## src/rtl/clock_gate_ctrl.sv

```systemverilog
// Clock gating controller for one compute unit.
// Watches unit activity, requests sleep after an idle window, drops the gating-cell
// enable once the unit acknowledges, and restores the clock when a request or an
// override arrives. Upstream requests are held off with ready until the clock is stable.
// Optional build macro: CLOCK_GATE_CTRL_STATS_EN adds a saturating count of gated cycles.
module clock_gate_ctrl #(
  parameter int unsigned IDLE_CYCLES = 16,
  parameter int unsigned WAKE_CYCLES = 2,
  parameter int unsigned CNT_WIDTH   = 8
) (
  input  logic        clk_i,
  input  logic        rst_i,
  input  logic        busy_i,
  input  logic        force_on_i,
  input  logic        req_valid_i,
  output logic        req_ready_o,
  input  logic        unit_ready_i,
  output logic        sleep_req_o,
  input  logic        sleep_ack_i,
  output logic        cg_en_o,
  output logic        gated_o
`ifdef CLOCK_GATE_CTRL_STATS_EN
  ,
  output logic [31:0] gated_cycles_o
`endif
);

  typedef enum logic [1:0] {StRun, StSleepReq, StGated, StWake} state_e;

  localparam logic [CNT_WIDTH-1:0] IdleMax  = CNT_WIDTH'(IDLE_CYCLES);
  localparam logic [CNT_WIDTH-1:0] WakeLast = CNT_WIDTH'(WAKE_CYCLES - 1);
  localparam logic [CNT_WIDTH-1:0] CntMax   = {CNT_WIDTH{1'b1}};

  state_e               state_q, state_d;
  logic [CNT_WIDTH-1:0] idle_q, idle_d;
  logic [CNT_WIDTH-1:0] wake_q, wake_d;
  logic                 cg_en_q, sleep_req_q, gated_q;
  logic                 active;

  assign active = busy_i | req_valid_i | force_on_i;

  // Next-state logic for the gating FSM and its idle/wake counters.
  always_comb begin
    state_d = state_q;
    idle_d  = idle_q;
    wake_d  = wake_q;
    unique case (state_q)
      StRun: begin
        if (active) begin
          idle_d = '0;
        end else if (idle_q >= IdleMax) begin
          // Only an idle cycle can start the sleep handshake, so a pending valid blocks it.
          state_d = StSleepReq;
          idle_d  = '0;
        end else if (idle_q != CntMax) begin
          idle_d = idle_q + 1'b1;
        end
      end
      StSleepReq: begin
        // Activity beats a same-cycle acknowledge.
        if (active) begin
          state_d = StRun;
          idle_d  = '0;
        end else if (sleep_ack_i) begin
          state_d = StGated;
        end
      end
      StGated: begin
        if (req_valid_i || force_on_i) begin
          state_d = StWake;
          wake_d  = '0;
        end
      end
      StWake: begin
        if (wake_q >= WakeLast) begin
          state_d = StRun;
        end else if (wake_q != CntMax) begin
          wake_d = wake_q + 1'b1;
        end
      end
      default: state_d = StRun;
    endcase
  end

  // State, counters and registered outputs; reset forces the unit clock on at once.
  always_ff @(posedge clk_i or posedge rst_i) begin
    if (rst_i) begin
      state_q     <= StRun;
      idle_q      <= '0;
      wake_q      <= '0;
      cg_en_q     <= 1'b1;
      sleep_req_q <= 1'b0;
      gated_q     <= 1'b0;
    end else begin
      state_q     <= state_d;
      idle_q      <= idle_d;
      wake_q      <= wake_d;
      cg_en_q     <= (state_d != StGated);
      sleep_req_q <= (state_d == StSleepReq);
      gated_q     <= (state_d == StGated);
    end
  end

  assign cg_en_o     = cg_en_q;
  assign sleep_req_o = sleep_req_q;
  assign gated_o     = gated_q;
  assign req_ready_o = unit_ready_i & (state_q == StRun);

`ifdef CLOCK_GATE_CTRL_STATS_EN
  logic [31:0] gated_cycles_q;

  // Saturating count of cycles spent gated; cleared only by reset.
  always_ff @(posedge clk_i or posedge rst_i) begin
    if (rst_i) begin
      gated_cycles_q <= '0;
    end else if (state_q == StGated && gated_cycles_q != 32'hFFFF_FFFF) begin
      gated_cycles_q <= gated_cycles_q + 32'd1;
    end
  end

  assign gated_cycles_o = gated_cycles_q;
`endif

endmodule

```

## config.mk

```make
export PLATFORM = sky130hd
export DESIGN_NAME = clock_gate_ctrl
export DESIGN_NICKNAME = d
export VERILOG_FILES = /design/src/rtl/clock_gate_ctrl.sv
export SDC_FILE = /design/constraint.sdc
export NUM_CORES = 1
export LEC_CHECK = 0
export BUFFER_PORTS_ARGS = -buffer_cell sky130_fd_sc_hd__buf_4
export CELL_PAD_IN_SITES_DETAIL_PLACEMENT = 1
export CELL_PAD_IN_SITES_GLOBAL_PLACEMENT = 1
export CORE_ASPECT_RATIO = 1.25
export CORE_MARGIN = 1
export CORE_UTILIZATION = 32
export CTS_BUF_LIST = sky130_fd_sc_hd__clkbuf_4
export DETAILED_ROUTE_END_ITERATION = 12
export PLACE_DENSITY_LB_ADDON = 0.08
export SYNTH_ARGS = -nofsm -noshare
export SYNTH_HDL_FRONTEND = slang
export SYNTH_SLANG_ARGS = --single-unit
```

## constraint.sdc

```tcl
create_clock -name clk_i -period 2.65 [get_ports clk_i]
set_input_delay 0.265 -clock clk_i [delete_from_list [all_inputs] [get_ports clk_i]]
set_output_delay 0.265 -clock clk_i [all_outputs]
set_load 0.02 [all_outputs]
```

-- Yosys cells after proc, flatten, opt, wreduce, memory -nomap -nowiden
Cells that the tools add are included.
- bits in registers: 21
- bits in latches: 0
- memory bits (writable): 0
- bits in read-only memories: 0
- word-level logic and storage cells: 48
- memories: 0
- add/subtract/negate cells: 2
- multiply operators: 0
- div/mod/pow operators: 0
- order comparisons: 2
- equality and inequality tests: 13
- shifts and indexed selects: 0
- muxes and demuxes: 16
- bitwise gates (word level): 3
- reduce and logical (&&, ||, !) cells: 6
- operator list (operator ; number):
    $mux 8 ; 7
    $pmux 8 s2 ; 2
    $add 8x1->8 const B ; 2
    $ne 8x8->1 const B ; 2
    $mux 2 ; 6
    $ne 2x2->1 const B ; 5
    $ge 8x1->1 const B ; 1
    $ge 8x5->1 const B ; 1
    $pmux 2 s4 ; 1
    $eq 2x2->1 const B ; 3
    $eq 2x1->1 const B ; 2
    $ne 4x4->1 const B ; 1
    $reduce_and 4->1 ; 1
    $reduce_bool 2->1 ; 2
    $reduce_and 3->1 ; 1
    $logic_not 2->1 ; 1
    $or 1x1->1 ; 2
    $and 1x1->1 ; 1
    $logic_or 1x1->1 ; 1

-- Longest topological paths before layout
Gate-level depths: netlist of the first run.
- depth in word-level cells: 5
- depth in mapped cells: 5
- depth with buffers taken out: 5

-- Worst setup path before layout of the first run
Ideal clock, no wire load.
- path type: register to register
- start: register wake_q[0]
- end: register wake_q[0]
- data arrival time: 1.213 ns
- required time: 2.520 ns
- path slack: 1.307 ns
- cell stages (with the launch flop): 5
- path through: dfrtp_1 -> ha_1 -> nor4b_1 -> nand4_1 -> mux2i_1
- longest elaborated chain between the ends: 4
- elaborated cells on any way between the ends: 9
- those cells by class: add/sub: 1; order compare: 1; eq/ne: 3; mux: 3; reduce/logical: 1
- RTL lines (what ; RTL line ; RTL):
    start, declared ; 36 ; logic [CNT_WIDTH-1:0] wake_q, wake_d;
    start signal, assigned ; 97 ; wake_q <= wake_d;
    $add 8x1->8 ; 78 ; wake_d = wake_q + 1'b1;
    $mux 8 ; 77 ; end else if (wake_q != CntMax) begin
    $mux 8 ; 75 ; if (wake_q >= WakeLast) begin
    $pmux 8 s2 ; 47 ; unique case (state_q)
Several ways; a longest one is shown, not always the timed one. The select of a mux whose other input is x is not followed.
A chain may end at the register's enable or synchronous reset.

-- Final worst setup path of the first run
- start: register state_q[0]
- end: output req_ready_o
- longest elaborated chain between the ends: 2
- RTL lines (what ; RTL line ; RTL):
    start, declared ; 34 ; state_e state_q, state_d;
    start signal, assigned ; 88 ; state_q <= StRun;
    start signal, assigned ; 95 ; state_q <= state_d;
    $logic_not 2->1 ; 107 ; assign req_ready_o = unit_ready_i & (state_q == StRun);
    $and 1x1->1 ; 107 ;
    end, declared ; 16 ; output logic req_ready_o,
No other way between the ends.

==> impl_metrics.ini, run 1 <==
[status]
status = completed

[route]
viasPerCell = 5.160
via_count = 743
drc = 0
first_pass_iters = 4
routedWlPerCell_um = 14.64
drt-total-wl_um = 2108
ant_nets = 0
drt_iter0_drc = 6

[cts]
cts_setup_buffers = 0
cts_made_buffers = 3
cts.repair.resized = 0
hold_buffers = 0
insertion_delay_ns = 0.30
root_buffer = clkbuf_4
cts_tree = done
max-clock-path-buffers = 2
cts.sinks = 21
path_clk_slew_ns = 0.12
h-tree-depth = 1

[placement]
post-place-ws_ns = 1.116
hpwl_um = 1536
portBuffers = 10
place.gp.congestion = 0.6715

[timing]
drv_slew = 0
worst_slack_ns = 0.9347
relSlewSlack_pct = 45.60
rsz0062_at_grt = no
finalSetupViolCount = 0
tightestPinTransition_ns = 0.8151
tns_ns = 0
layout_min_cycle_time_ns = 1.715
fin_crit_sh_pct = 64.73
hold_slack_ns = 0.1159
hold_viol = 0
skew_ns = 0.0008090
timing.fmax_mhz = 583.0

[logic_synthesis]
synth_edf_count = 0
netlist_area_um2 = 1036
netlist.area_leader.share_pct = 48.31
ys_ff_latch = 21
synth_cell_types = 31
syn_avg_cell_area_um2 = 10.79
async_flop_share_pct = 100.0
ys_warn_count = 0
yosys.area.top_type = dfrtp_1
synth_area_leaders = dfrtp_1 48%, ha_1 6.0%, nor2b_1 4.8%, o21ai_0 4.3%, mux2i_1 2.9%
synth_seq_area_share_pct = 50.85
synth_fp_nets = 108
postSynthCellCount = 96
ys.flop_type = dfrtp_1

[pwr]
p_int_w = 0.0004826
p_sw_share_pct = 34.45
combPwrFrac_pct = 24.1
p_clk_share_pct = 21.1
p_leak_nw = 0.5403
power_frac_seq_pct = 54.8
powerDensity_nw_per_um2 = 636.9
max-vdd-ir-drop_uv = 237.2
p_sw_w = 0.0002537

[worst_setup_path]
crit_path_start = state_q[0]
crit_type = register to output pin
reg2reg_depth = 5
arrival_ns = 1.45
cp_max_fo = 14
cp-start-kind = register
endpoint_kind = output pin
timing.rr.start = wake_q[0]
required_ns = 2.38

[grt]
grt_start_max_net_pins = 22
grt_util_all_layers_pct = 14.56
overflow = 0
antenna_found_initial = 0
grt_pass1_vias = 780
grt_pass1_wl_um = 3670

[finish]
area_delta_synth_final_pct = 11.59
antenna_cells = 0
final_nets = 121
drive_gt1_share_pct = 18.52

[floorplan]
die_h_um = 65.62
dieArea_um2 = 3470
rows = 22
start_util_pct = 34.53
io_pins = 11
core_um2 = 3000
die_w_um = 52.89

[min_path]
holdCritPathClass = primary input to async pin

[run]
drv_cap = 0
-- cells in the mapped netlist, types with 2 or more instances --
cell type	n
a21oi_1	3
and2_1	3
clkbuf_8	2
dfrtp_1	20
ha_1	5
inv_1	8
mux2i_1	3
nand2_1	5
nand3_1	6
nor2_1	3
nor2b_1	8
nor4b_1	2
o21ai_0	9
o22ai_1	2
-- critical path: stages (launching register included) --
cell and delay, ns:
dfrtp_1 0.56, nor2_1 0.29, and2_1 0.17, buf_4 0.13
-- per-stage QoR --
stage / instances / utilization (%) / area, um^2 / power, W
after floorplan: 96 / - / 1036 / 0.0005460
after global placement: 140 / 37.61 / 1129 / 0.0005884
after detailed placement: 140 / 37.61 / 1129 / 0.0005907
after CTS: 144 / 38.53 / 1156 / 0.0007525
after global routing: 144 / 38.53 / 1156 / 0.0007949
final: 144 / 38.53 / 1156 / 0.0007363
-- metal layers --
metal / share of wire [%] / routed length (um) / GRT usage, % / up-vias
met5: 0 / 0 / 0 / -
met4: 0.81 / 17 / 4.934 / 0
met3: 2.7 / 56 / 2.083 / 2
met2: 52 / 1089 / 24.37 / 10
met1: 45 / 944 / 18.73 / 370
li1: - / - / - / 361
-- kinds of logic after synthesis --
| logic type | count (synthesis) | share of synthesized area (%) |
|---|---|---|
| compound gates | 18 | 10.75 |
| fa+ha+maj | 5 | 6.039 |
| buf+inv | 10 | 5.556 |
| flops | 21 | 50.85 |
| mux | 3 | 2.899 |
| simple gates | 39 | 23.92 |
-- sequential cells by signal, summed over array words and instances, names as in the netlist --
signal / cells
idle_q: 8
wake_q: 8
state_q: 2
cg_en_o: 1
gated_o: 1
sleep_req_o: 1
-- power groups by stage --
stage | combinational, W | clock [W] | sequential, W
global placement | 0.000183 | 0 | 0.000406
global route | 0.000205 | 0.000179 | 0.000411
floorplan | 0.000162 | 0 | 0.000384
detailed placement | 0.000181 | 0 | 0.000410
finish | 0.000177 | 0.000155 | 0.000404
CTS | 0.000182 | 0.000167 | 0.000404
-- cell usage in the layout, fill, tap and decap left out, types with 2 or more instances in the layout --
cell and n:
nor2_1 3, clkbuf_4 3, o21ai_0 9, nand3_1 6, nor4b_1 2, and2_1 3
nand2_1 5, inv_1 8, a21oi_1 3, nor2b_1 8, o22ai_1 2, ha_1 5
buf_4 10, dfrtp_1 20, mux2i_1 3
-- final timing paths --
check,slack (ns),to
worst max-delay path,0.93,req_ready_o
worst min-delay path,0.12,state_q[1]
worst max register to register,1.12,wake_q[2]
worst min register to register,0.52,wake_q[3]
max in group asynchronous,2.03,wake_q[5]
min in group clk_i,0.24,sleep_req_o
-- final cells by class --
cell class | count | area [um^2]
clock buffers | 3 | 22.52
flip-flops and latches | 21 | 526.8
fillers | 351 | 1844
well taps | 36 | 45.04
multi-input cells | 65 | 451.7
clock inverters | 1 | 5.005
repair buffers | 10 | 75.07
inverters | 8 | 30.03
Power figures use the tool's default switching activity.
==> run 2: changes to the inputs <==
==> constraint.sdc (replaced) <==
create_clock -name clk_i -period 1.7 [get_ports clk_i]
set_input_delay 0.17 -clock clk_i [delete_from_list [all_inputs] [get_ports clk_i]]
set_output_delay 0.17 -clock clk_i [all_outputs]
set_load 0.02 [all_outputs]
==> run 2 against run 1 <==
Against the previous run: combinational power up 110%; register-to-register slack got worse by 0.92 ns; worst hold slack gained 0.027 ns; sequential share of layout area decreased by 1.8 points; first-iteration DRC count unchanged; flip-flop and latch count stayed put; wire length is 3.1% higher; critical path depth increased by 1; power grew 64%; clock power grew 57%; count of clock-buffer cells in the layout is the same; final cell count rose by 4.2%; largest cell class unchanged.
==> impl_metrics.ini, run 2 (synthesis gave the netlist of run 1 again) <==
[status]
status = completed

[floorplan]
die_h_um = 65.62
core_um2 = 3000
rows = 22
die_w_um = 52.89
start_util_pct = 34.53
io_pins = 11
dieArea_um2 = 3470

[worst_setup_path]
cp_cell_sequence = buf_4 -> nor2_2 -> and2_1 -> buf_4
cpPeakStageDelay_ns = 0.48
cpMaxStageDelayCell = dfrtp_2
crit_type = register to output pin
required_ns = 1.53
arrival_ns = 1.42
cp_max_fo = 8
endpoint_kind = output pin
cp_common_cell = buf_4
cp-start-kind = register

[timing]
tightestPinTransition_ns = 0.5364
fin_crit_sh_pct = 93.51
layout_min_cycle_time_ns = 1.590
drv_slew = 0
skew_ns = 0.003746
hold_viol = 0
finalSetupViolCount = 0
rsz0062_at_grt = no
relSlewSlack_pct = 63.94
tns_ns = 0
timing.fmax_mhz = 629.0

[finish]
fill_cells = 341
layout_common_cells = 19 x dfrtp_1, 15 x buf_4, 9 x o21ai_0
drive_gt1_share_pct = 23.68
final_nets = 127
top_regs = idle_q (8), wake_q (8), state_q (2)
area_delta_synth_final_pct = 16.55
final_common_cell = dfrtp_1
antenna_cells = 0
final_cells = 150
fin_util_pct = 40.24

[route]
drt_iter0_drc = 6
via_count = 769
first_pass_iters = 3
viasPerCell = 5.127
drt-total-wl_um = 2174
routedWlPerCell_um = 14.49
ant_nets = 0
drc = 0

[grt]
grt_pass1_vias = 833
grt_util_all_layers_pct = 14.86
antenna_found_initial = 0
overflow = 0
grt_start_max_net_pins = 22
grt_pass1_wl_um = 3698

[cts]
max-clock-path-buffers = 2
insertion_delay_ns = 0.30
cts.sinks = 21
h-tree-depth = 1
path_clk_slew_ns = 0.12
cts_made_buffers = 3
cts_tree = done
root_buffer = clkbuf_4

[pwr]
p_sw_share_pct = 33.96
p_leak_nw = 0.5694
p_sw_w = 0.0004101
p_int_w = 0.0007975
combPwrFrac_pct = 30.5
powerDensity_nw_per_um2 = 1000
power_frac_seq_pct = 49.3
max-vdd-ir-drop_uv = 452.2
p_clk_share_pct = 20.2

[placement]
place.gp.congestion = 0.6760
hpwl_um = 1639
dp.cells = 143
portBuffers = 10

[run]
drv_cap = 0

[min_path]
holdCritPathClass = primary input to register
[run 2: layout make-up]
class                   instances  area, um^2  share of cell area [%]
clock buffers                   3       22.52                   1.865
clock inverters                 1       5.005                  0.4145
inverters                       8       30.03                   2.487
multi-input cells              65       454.2                   37.62
flip-flops and latches         21       528.0                   43.73
well taps                      36       45.04                   3.731
repair buffers                 16       122.6                   10.16
[run 2: routing by layer]
layer  track usage (%)  part of all wire [%]  vias up
met5                 0                     0        -
met4             5.921                   1.1        0
met3             2.083                   1.5        2
met2             27.06                    55        5
met1             16.76                    43      387
li1                  -                     -      375
[run 2: final timing paths]
kind	slack, ns	from	end	cells after the start
setup / recovery	0.11	state_q[0]	req_ready_o	4
hold / removal	0.14	sleep_ack_i	sleep_req_o	4
setup reg to reg	0.20	wake_q[0]	wake_q[0]	5
hold reg to reg	0.53	wake_q[5]	wake_q[5]	1
max in group asynchronous	0.99	rst_i	cg_en_o	4
min in group asynchronous	0.44	rst_i	idle_q[2]	4
[run 2: metrics by stage]
stage / instance area (um^2) / total power (W) / hold WS [ns] / worst slack, ns
after floorplan: 1036 / 0.0008511 / 0.1458 / 0.3567
after global placement: 1151 / 0.0009376 / 0.2280 / 0.2590
after detailed placement: 1151 / 0.0009539 / 0.2401 / 0.1851
after CTS: 1191 / 0.001214 / 0.1294 / 0.03084
after global routing: 1207 / 0.001305 / 0.1565 / 0.006217
final: 1207 / 0.001208 / 0.1428 / 0.1102
[run 2: power groups by stage]
stage,logic (W),clock network [W],registers (W)
after CTS,0.000356,0.000261,0.000597
after floorplan,0.000253,0,0.000598
after detailed placement,0.000348,0,0.000606
after global routing,0.000418,0.000281,0.000606
final,0.000369,0.000244,0.000595
after global placement,0.000334,0,0.000604
[run 2: timing repair]
item / CTS / global route
resized for setup: 1 / 1
hold buffers: 1 / 0
hold endpoints to repair: 20 / 0
setup buffers: 0 / 2
setup endpoints to repair: 1 / 1
[run 2: critical path, delay by kind of cell (launching register included)]
| kind | cells | cell delay (ns) |
|---|---|---|
| buffers and inverters | 2 | 0.31 |
| flip-flops | 1 | 0.48 |
| AND/OR/NAND/NOR | 2 | 0.33 |
==> run 3: changes to the inputs <==
==> constraint.sdc (replaced) <==
create_clock -name clk_i -period 1.6 [get_ports clk_i]
set_input_delay 0.16 -clock clk_i [delete_from_list [all_inputs] [get_ports clk_i]]
set_output_delay 0.16 -clock clk_i [all_outputs]
set_load 0.02 [all_outputs]
==> run 3 against run 2 <==
Against the previous run: critical path depth unchanged; largest cell class unchanged; final cell count rose by 1.3%; power rose by 6.5%; non-clock buffer count increased by 2; register-to-register slack about the same; cell area increased by 1.2%; sequential power up 4.5%.
==> impl_metrics.ini, run 3 (synthesis gave the netlist of run 1 again) <==
[status]
status = completed

[placement]
post-place-ws_ns = 0.07969
place.gp.congestion = 0.6996
portBuffers = 10
placed_cell_area_um2 = 1166
dp.cells = 145
hpwl_um = 1578

[pwr]
combPwrFrac_pct = 31.0
power_frac_seq_pct = 48.4
powerDensity_nw_per_um2 = 1052
max-vdd-ir-drop_uv = 524.0
p_leak_nw = 0.5778
p_int_w = 0.0008432
p_sw_w = 0.0004431
p_clk_share_pct = 20.6
p_sw_share_pct = 34.45
finalPower_w = 0.001286

[worst_setup_path]
reg2reg_depth = 6
cp-start-kind = register
cp_max_fo = 6
timing.rr.start = wake_q[0]
r2r_end = wake_q[2]
endpoint_kind = output pin
required_ns = 1.44
crit_type = register to output pin
arrival_ns = 1.35
ff2ff_setup_slack_ns = 0.19

[floorplan]
dieArea_um2 = 3470
start_util_pct = 34.53
rows = 22
die_w_um = 52.89
core_um2 = 3000
io_pins = 11
die_h_um = 65.62

[route]
drt-total-wl_um = 2190
first_pass_iters = 2
via_count = 805
viasPerCell = 5.296
routedWlPerCell_um = 14.41
drc = 0
ant_nets = 0
drt_iter0_drc = 6

[finish]
final_cells = 152
drive_gt1_share_pct = 25.00
antenna_cells = 0
layout_common_cells = 19 x dfrtp_1, 17 x buf_4, 9 x o21ai_0
top_regs = idle_q (8), wake_q (8), state_q (2)
area_delta_synth_final_pct = 17.99
post-route-cell-area_um2 = 1222
final_nets = 129
final_common_cell = dfrtp_1
fill_cells = 355

[cts]
cts_tree = done
insertion_delay_ns = 0.31
cts.sinks = 21
h-tree-depth = 1
root_buffer = clkbuf_4
cts_made_buffers = 3
max-clock-path-buffers = 2
path_clk_slew_ns = 0.13

[timing]
tightestPinTransition_ns = 0.4928
hold_viol = 0
finalSetupViolCount = 0
worst_slack_ns = 0.08576
timing.fmax_mhz = 660.4
rsz0062_at_grt = no
drv_slew = 0
tns_ns = 0
fin_crit_sh_pct = 94.64
skew_ns = 0.006116
relSlewSlack_pct = 67.15
layout_min_cycle_time_ns = 1.514

[grt]
grt_use_met3_pct = 2.083
overflow = 0
grt_start_max_net_pins = 22
grt_pass1_vias = 808
met1_usage_pct = 17.71
grtUsageMet2_pct = 25.16
grt_util_all_layers_pct = 14.75
busiest_layer = met2
antenna_found_initial = 0
grt_pass1_wl_um = 3753

[min_path]
hold_end = sleep_req_o
holdCritPathClass = primary input to register
hold-path-cell-count = 4
worstHoldStart = sleep_ack_i

[run]
drv_cap = 0
## run 3: cell type report
cell class                 instances  area, um^2  area share, %
sequential                        21       528.0          43.19
multi-input combinational         65       454.2          37.15
timing repair buffer              18       137.6          11.26
tap                               36       45.04          3.685
inverter                           8       30.03          2.457
clock buffer                       3       22.52          1.842
clock inverter                     1       5.005         0.4094
## run 3: repair_timing
| item | CTS | global route |
|---|---|---|
| gates resized for setup | 2 | 0 |
| buffers inserted | 1 | 1 |
| hold buffers | 1 | 0 |
| endpoints found under the setup margin | 1 | 5 |
| hold endpoints to repair | 20 | 0 |
| pin swaps | 0 | 1 |
## run 3: routing by layer
layer | vias to the layer above | routed length (um) | part of all wire [%]
li1 | 380 | - | -
met1 | 412 | 961 | 44
met2 | 9 | 1152 | 53
met4 | 0 | 35 | 1.6
met3 | 4 | 41 | 1.9
met5 | - | 0 | 0
## run 3: power groups by stage
| stage | Sequential (W) | Clock, W | Combinational (W) |
|---|---|---|---|
| 2_1_floorplan | 0.000635 | 0 | 0.000269 |
| 3_3_place_gp | 0.000641 | 0 | 0.000354 |
| 3_5_place_dp | 0.000643 | 0 | 0.000372 |
| 4_1_cts | 0.000622 | 0.000280 | 0.000406 |
| 5_1_grt | 0.000632 | 0.000310 | 0.000449 |
| 6_report | 0.000622 | 0.000265 | 0.000399 |
## run 3: worst max path at each step
stage               start     endpoint  slack, ns  cells after the start
2_1_floorplan   wake_q[0]    wake_q[0]       0.26                      4
3_3_place_gp    wake_q[0]    wake_q[2]       0.16                      4
3_5_place_dp    wake_q[0]    wake_q[2]       0.08                      5
4_1_cts         wake_q[0]    wake_q[2]       0.05                      5
5_1_grt        state_q[0]  req_ready_o      0.002                      4
6_report       state_q[0]  req_ready_o       0.09                      4
## run 3: stage by stage
stage / hold WS (ns) / util [%]
6_report: 0.1256 / 40.74
5_1_grt: 0.1496 / 40.74
3_5_place_dp: 0.2243 / 38.87
2_1_floorplan: 0.1358 / -
3_3_place_gp: 0.2159 / 38.87
4_1_cts: 0.1135 / 40.49
## run 3: critical path, stage by stage (launching register included)
cell and delay, ns:
dfrtp_2 0.44, buf_4 0.16, nor2_2 0.16, and2_1 0.15, buf_4 0.13
